File: config.mk
export PLATFORM = sky130hd
export DESIGN_NAME = pipe_scoreboard
export DESIGN_NICKNAME = d
export VERILOG_FILES = /design/src/rtl/pipe_scoreboard.sv
export SDC_FILE = /design/constraint.sdc
export NUM_CORES = 1
export LEC_CHECK = 0
export CAP_MARGIN = 30
export CORE_AREA = 4 4 89 91
export DETAILED_ROUTE_END_ITERATION = 16
export DIE_AREA = 0 0 93 95
export PLACE_DENSITY = 0.59
export SYNTH_ARGS = -nofsm -noshare
export SYNTH_HDL_FRONTEND = slang
export SYNTH_SLANG_ARGS = --single-unit
File: constraint.sdc
create_clock -name clk -period 6.1 [get_ports clk]
set_clock_uncertainty 0.15 [all_clocks]
set_input_delay 1.525 -clock clk [delete_from_list [all_inputs] [get_ports clk]]
set_output_delay 1.525 -clock clk [all_outputs]
set_load 0.005 [all_outputs]
File: src/rtl/pipe_scoreboard.sv
// Hazard/forwarding scoreboard: tracks in-flight register writes after ID,
// drives the ID stall and per-read-port forward selects.
// Ports: clk, reset (async, active-low); ID request: id_valid, id_rs,
// id_wr_en, id_wr_reg, id_ready_stage; control: ext_hold, flush;
// outputs: stall, fwd_sel, stage_valid, stall_cycles.
module pipe_scoreboard #(
  parameter int AW      = 5,
  parameter int NSTAGES = 3,
  parameter int NPORTS  = 2,
  parameter int RSW     = 2,
  parameter int SELW    = 2
) (
  input  logic                   clk,
  input  logic                   reset,
  input  logic                   id_valid,
  input  logic [NPORTS*AW-1:0]   id_rs,
  input  logic                   id_wr_en,
  input  logic [AW-1:0]          id_wr_reg,
  input  logic [RSW-1:0]         id_ready_stage,
  input  logic                   ext_hold,
  input  logic                   flush,
  output logic                   stall,
  output logic [NPORTS*SELW-1:0] fwd_sel,
  output logic [NSTAGES-1:0]     stage_valid,
  output logic [15:0]            stall_cycles
);

  typedef struct packed {
    logic           v;
    logic [AW-1:0]  rg;
    logic [RSW-1:0] rdy;
  } entry_t;

  entry_t ent_q [NSTAGES];

  logic [NPORTS-1:0] port_stall;
  logic              bubble;

  always_comb begin
    logic [AW-1:0] r;
    int            ms;
    logic          hit;
    port_stall = '0;
    fwd_sel    = '0;
    r          = '0;
    ms         = 0;
    hit        = 1'b0;
    for (int p = 0; p < NPORTS; p++) begin
      r   = id_rs[p*AW +: AW];
      ms  = 0;
      hit = 1'b0;
      // Scan oldest to youngest so the youngest match is what remains.
      for (int s = NSTAGES - 1; s >= 0; s--) begin
        if (ent_q[s].v && ent_q[s].rg == r) begin
          hit = 1'b1;
          ms  = s;
        end
      end
      if (id_valid && r != '0 && hit) begin
        if (ms >= int'(ent_q[ms].rdy))
          fwd_sel[p*SELW +: SELW] = SELW'(ms + 1);
        else
          port_stall[p] = 1'b1;
      end
    end
  end

  assign stall  = |port_stall;
  assign bubble = stall || flush || !id_valid ||
                  !id_wr_en || id_wr_reg == '0;

  always_comb begin
    for (int s = 0; s < NSTAGES; s++)
      stage_valid[s] = ent_q[s].v;
  end

  always_ff @(posedge clk or negedge reset) begin
    if (!reset) begin
      for (int s = 0; s < NSTAGES; s++)
        ent_q[s] <= '0;
      stall_cycles <= '0;
    end else if (ext_hold) begin
      // Frozen pipe: only a flush may kill the EX occupant.
      if (flush)
        ent_q[0] <= '0;
    end else begin
      if (bubble)
        ent_q[0] <= '0;
      else
        ent_q[0] <= '{v: 1'b1, rg: id_wr_reg,
                      rdy: id_ready_stage};
      for (int s = 1; s < NSTAGES; s++)
        ent_q[s] <= ent_q[s-1];
      // The killed EX instruction must not retire.
      if (flush)
        ent_q[1] <= '0;
      if (stall && stall_cycles != 16'hFFFF)
        stall_cycles <= stall_cycles + 16'd1;
    end
  end

endmodule

# Word-level counts from Yosys, hierarchy flattened

Index checks and enable logic that the tools add are counted.

Add/subtract/negate cells: 3
Magnitude comparators: 4
Eq/ne operators: 7
Mux-type cells: 29
Bitwise logic cells: 3
Reduce and logical (&&, ||, !) cells: 22

Operator list:

| kind                                                  | count |
|---|---|
| >= comparator 32 x 3 -> 1 bit                         | 2 |
| >= comparator 32 x 3 -> 1 bit (second input constant) | 2 |
| 2-to-1 mux 32 bit                                     | 2 |
| inverter 32 bit                                       | 2 |
| binary-select mux 8 bit (select 2 bit)                | 2 |
| == test 5 bit                                         | 6 |
| 2-to-1 mux 2 bit                                      | 12 |
| 2-to-1 mux 8 bit                                      | 3 |
| adder 16 x 1 -> 16 bit (second input constant)        | 1 |
| != test 16 bit (second input constant)                | 1 |
| logical AND 1 bit                                     | 11 |
| 2-to-1 mux 1 bit                                      | 10 |
| nonzero test 5 bit                                    | 2 |
| logical NOT 5 bit                                     | 1 |
| adder 2 bit (second input constant)                   | 2 |
| logical OR 1 bit                                      | 4 |
| logical NOT 1 bit                                     | 2 |
| AND reduction 2 bit                                   | 1 |
| OR reduction 2 bit                                    | 1 |
| inverter 1 bit                                        | 1 |

Flip-flop bits (word level): 40
Input bits: 23
Logic and storage cells: 78

# Longest topological paths before layout

Depth after elaboration: 19
Gate-level depth with buffers: 16

# Least setup slack after synthesis

Ideal clock, no wire load.

Path type: input port to output port
Start: input id_rs[3]
End: output stall
Arrival: 3947 ps
Required time: 4425 ps
Path slack: 478 ps
Stages on the path: 14
Buffers on the path: 3
Path through: xor2_1 nor4_1 and3_1 or2b_1 clkbuf_1 mux2i_1 o21ai_0 ha_1 nand2b_1 a21o_1 o32a_1 buf_6 buf_12 inv_1

Cells in the longest elaborated chain, start to end: 13
Elaborated cells between the ends (all ways): 23

Ends and longest elaborated chain:

| what                                                | line | source |
|---|---|---|
| start: declaration                                  | 16   | `input logic [NPORTS*AW-1:0] id_rs,` |
| == test 5 bit                                       | 54   | `if (ent_q[s].v && ent_q[s].rg == r) begin` |
| logical AND 1 bit                                   | 54   |  |
| 2-to-1 mux 2 bit (3 in a row)                       | 54   |  |
| inverter 32 bit (implied by the code)               | 60   | `if (ms >= int'(ent_q[ms].rdy))` |
| binary-select mux 8 bit (select 2 bit)              | 60   |  |
| 2-to-1 mux 2 bit (implied by the code) (2 in a row) | 60   |  |
| >= comparator 32 x 3 -> 1 bit                       | 60   |  |
| 2-to-1 mux 1 bit                                    | 60   |  |
| 2-to-1 mux 1 bit *                                  | 59   | `if (id_valid && r != '0 && hit) begin` |
| OR reduction 2 bit *                                | 68   | `assign stall = \|port_stall;` |
| end: declaration                                    | 22   | `output logic stall,` |

Mark *: on every way between the ends. The rest lies on a longest branch, timed or not. The select of a mux whose other input is x is not followed.

# Worst setup path in the final report

Start: input id_rs[3]
End: output fwd_sel[0]

Cells in the longest elaborated chain, start to end: 12
Elaborated cells between the ends (all ways): 23

Ends and longest elaborated chain:

| what                                                | line | source |
|---|---|---|
| == test 5 bit                                       | 54   |  |
| logical AND 1 bit                                   | 54   |  |
| 2-to-1 mux 2 bit (3 in a row)                       | 54   |  |
| inverter 32 bit (implied by the code)               | 60   |  |
| binary-select mux 8 bit (select 2 bit)              | 60   |  |
| 2-to-1 mux 2 bit (implied by the code) (2 in a row) | 60   |  |
| >= comparator 32 x 3 -> 1 bit                       | 60   |  |
| 2-to-1 mux 2 bit                                    | 60   |  |
| 2-to-1 mux 2 bit *                                  | 59   |  |
| end: declaration                                    | 23   | `output logic [NPORTS*SELW-1:0] fwd_sel,` |

Marked as above.

==> impl_metrics.ini <==
[status]
outcome = finished, final reports clean

[placed_design]
gp_congestion = 0.839
port_buffers = 46
placed_cell_area_sq_um = 3060
dp_hpwl_um = 4300

[route]
viasPerCell = 4.91
antenna_left = 0
routedWlPerCell_um = 14.7
vias = 1929
first_iter_violations = 77
wl_um = 5780
drc = 0
dr.pass1.iters = 4

[floorplan]
die_w_um = 93
start_util_pct = 34.2
pin_count = 47
rows = 31
die_h_um = 95
core_area_sq_um = 7140
die_area_sq_um = 8840

[timing]
slew_violations = 0
rsz0062_at_grt = no
slew_headroom_pct = 40.9
period_share_pct = 97.5
worst_slew_pin_slew_ns = 0.887
fin_crit_ns = 5.95
setup_viol = 0
max_freq_ghz = 0.168
hold_violations = 0

[global_route]
grt_util_all_layers_pct = 14.0
grt_overflow_total = 0
antenna_found_initial = 0
grt_pass1_wl_um = 9870
grt_pass1_vias = 1973
grt_max_degree = 41

[clock_tree]
numClockSinks = 40
cts_tree = built
clkLatencyLatePin_ns = 0.29
path_clk_slew_ns = 0.08
cts_buffers = 5
clock-root-buffer = clkbuf_8
clock_path_buffers = 2
htreeDepth = 2

[cells_and_area]
layout.nets = 321
final_cell_area_sq_um = 3190
drive_above_1_share_pct = 21.1
syn_to_final_growth_pct = 30.7
diodes = 0
final_util_pct = 44.7
final.fill_count = 712

[power_and_ir_drop]
powerDensity_nw_per_um2 = 160
p_leak_nw = 1.54
ir_drop_v = 0.000117

[synthesis]
syn_inst = 231
synth_cell_types = 42
avgSynthCellArea_sq_um = 10.6
synth_top_area_share_pct = 41.0
ys_seq_area_share_pct = 41.0
yosys_warnings = 0
postSynthNetCount = 259
synth.area.top_cells = dfrtp_1 41%, xor2_1 14%, mux2_2 3.7%
syn_area_sq_um = 2440
synth_largest_area_cell = dfrtp_1
ys_ff_latch = 40

[critical_path]
crit_chain = clkdlybuf4s15_2 > xor2_1 > nor4_1 > and3_1 > or2b_1 > buf_4 > mux2i_1 > nor2_1 > a21oi_1 > ha_1 > a21o_1 > buf_4 > and3_1 > clkdlybuf4s50_1
r2r_cells = 14
cp_slowest_cell = clkdlybuf4s50_1
path_class = input pin to primary output
path_buf_inv = 4
endpoint_kind = primary output
worstSetupStartpointType = input pin
crit_fanout = 4
cp.depth = 14
arrival_ns = 4.28
cp_data_required_time_ns = 4.43
max_stage_delay_ns = 0.45
cp_top_family = buffers and inverters

[min_path]
hold_class = register to register
min_path_cells = 1

[run]
drv_cap = 0
-- per-stage QoR --
stage	power [mW]	setup WS (ns)	hold slack [ns]	setup TNS (ns)	cells
6_report	0.511	0.150	0.342	0	393
5_1_grt	0.536	0.0000115	0.363	0	393
4_1_cts	0.519	0.0116	0.343	0	392
3_5_place_dp	0.337	-0.444	0.333	-1.27	381
3_3_place_gp	0.336	-0.509	0.330	-1.24	381
2_1_floorplan	0.302	0.478	0.327	0	231
-- power by group --
group          internal [mW]  switching [mW]
Sequential             0.268         0.00505
Clock                 0.0903          0.0927
Combinational         0.0269          0.0280
Total                  0.386           0.126
-- worst paths after layout --
path,start,endpoint,slack [ns]
setup / recovery,id_rs[3],fwd_sel[0],0.15
hold / removal,stall_cycles[14]$_DFFE_PN0P_,stall_cycles[14]$_DFFE_PN0P_,0.34
setup reg to reg,ent_q[12]$_DFFE_PN0N_,stall_cycles[1]$_DFFE_PN0P_,2.48
hold reg to reg,stall_cycles[14]$_DFFE_PN0P_,stall_cycles[14]$_DFFE_PN0P_,0.34
max in group asynchronous,reset,ent_q[10]$_DFFE_PN0N_,4.04
min in group asynchronous,reset,stage_valid[2]$_DFFE_PN0N_,1.20
-- placed cells by master, fill, tap and decap left out, types with 2 or more instances in the layout --
cell type        instances
o21ai_1                  2
nand3_1                  5
nor4_2                   4
and3_1                   8
ha_1                     5
clkdlybuf4s50_1         33
nor3_1                   3
buf_4                   21
nor2_1                   6
inv_1                    4
clkdlybuf4s15_2          2
xor2_1                  38
a22o_1                   7
clkinv_2                 2
a21oi_1                  3
nand2b_1                10
buf_2                    4
nand2_1                 15
a21o_1                   2
nor3b_2                  2
nor4_1                   6
dlymetal6s2s_1           2
nor3_2                   7
clkbuf_8                 6
or4_1                    3
mux2_2                   8
dfrtp_1                 40
dlygate4sd2_1            4
nand4_1                  4
o21ai_0                 10
mux2i_1                  4
xnor2_1                  7
-- registers in the layout, summed over array words and instances (netlist names) --
register and count:
stage_valid 3, ent_q 21, stall_cycles 16
-- synthesized netlist by cell type, drive strengths merged --
cell and n:
xor2 38, or4 3, inv 4, clkbuf 3
nor2 6, a22o 7, nand4 4, nor3b 4
dfrtp 40, o211a 1, nand3 5, or2b 1
nor3 10, and2 1, a2111oi 1, buf 9
a21oi 4, a21o 2, ha 5, o32a 1
nand2 15, nand2b 11, nor4b 2, xnor2 7
o211ai 1, a31o 1, o21ai 12, mux2 9
and3 8, mux2i 4, nor4bb 1, nor4 10
nor2b 1
-- routing by layer --
layer | share of wire [%] | GRT usage, % | up-vias
met2 | 44 | 21.7 | 44
met5 | 0 | 0 | -
met4 | 2.0 | 5.25 | 0
li1 | - | - | 936
met3 | 4.8 | 3.27 | 12
met1 | 49 | 19.2 | 937
-- logic make-up after synthesis --
family,after synthesis,synth area share (%)
and+or+nand+nor,82,22.2
xor gates and xnor gates,45,16.2
DFF,40,41.0
AOI/OAI and AO/OA,30,8.26
buffers and inverters,16,3.95
muxes,13,5.80
adders and majority gates,5,2.57
-- final cells by class --
| cell class | count | area (sq um) | share of cell area (%) |
|---|---|---|---|
| multi-input cells | 175 | 1360 | 42.7 |
| clock buffers | 6 | 82.6 | 2.59 |
| repair buffers | 67 | 596 | 18.7 |
| clock inverters | 2 | 10.0 | 0.314 |
| well taps | 99 | 124 | 3.89 |
| flip-flops and latches | 40 | 1000 | 31.4 |
| inverters | 4 | 15.0 | 0.471 |
-- worst register-to-register path, stage by stage (launching register included) --
cell     delay (ns)
dfrtp_1        0.44
xor2_1         0.16
nor4_1         0.28
and3_1         0.22
or2b_1         0.28
buf_4          0.15
mux2i_1        0.13
nor2_1         0.05
a21oi_1        0.11
ha_1           0.24
a21o_1         0.17
o32a_1         0.35
buf_4          0.24
nor2_1         0.21
mux2_1         0.34
-- what timing repair did --
item / CTS / global route
pin swaps: 11 / 7
hold buffers: 0 / 0
resized for setup: 28 / 6
setup endpoints to repair: 5 / 4
setup buffers: 3 / 1
Power figures use the tool's default switching activity.
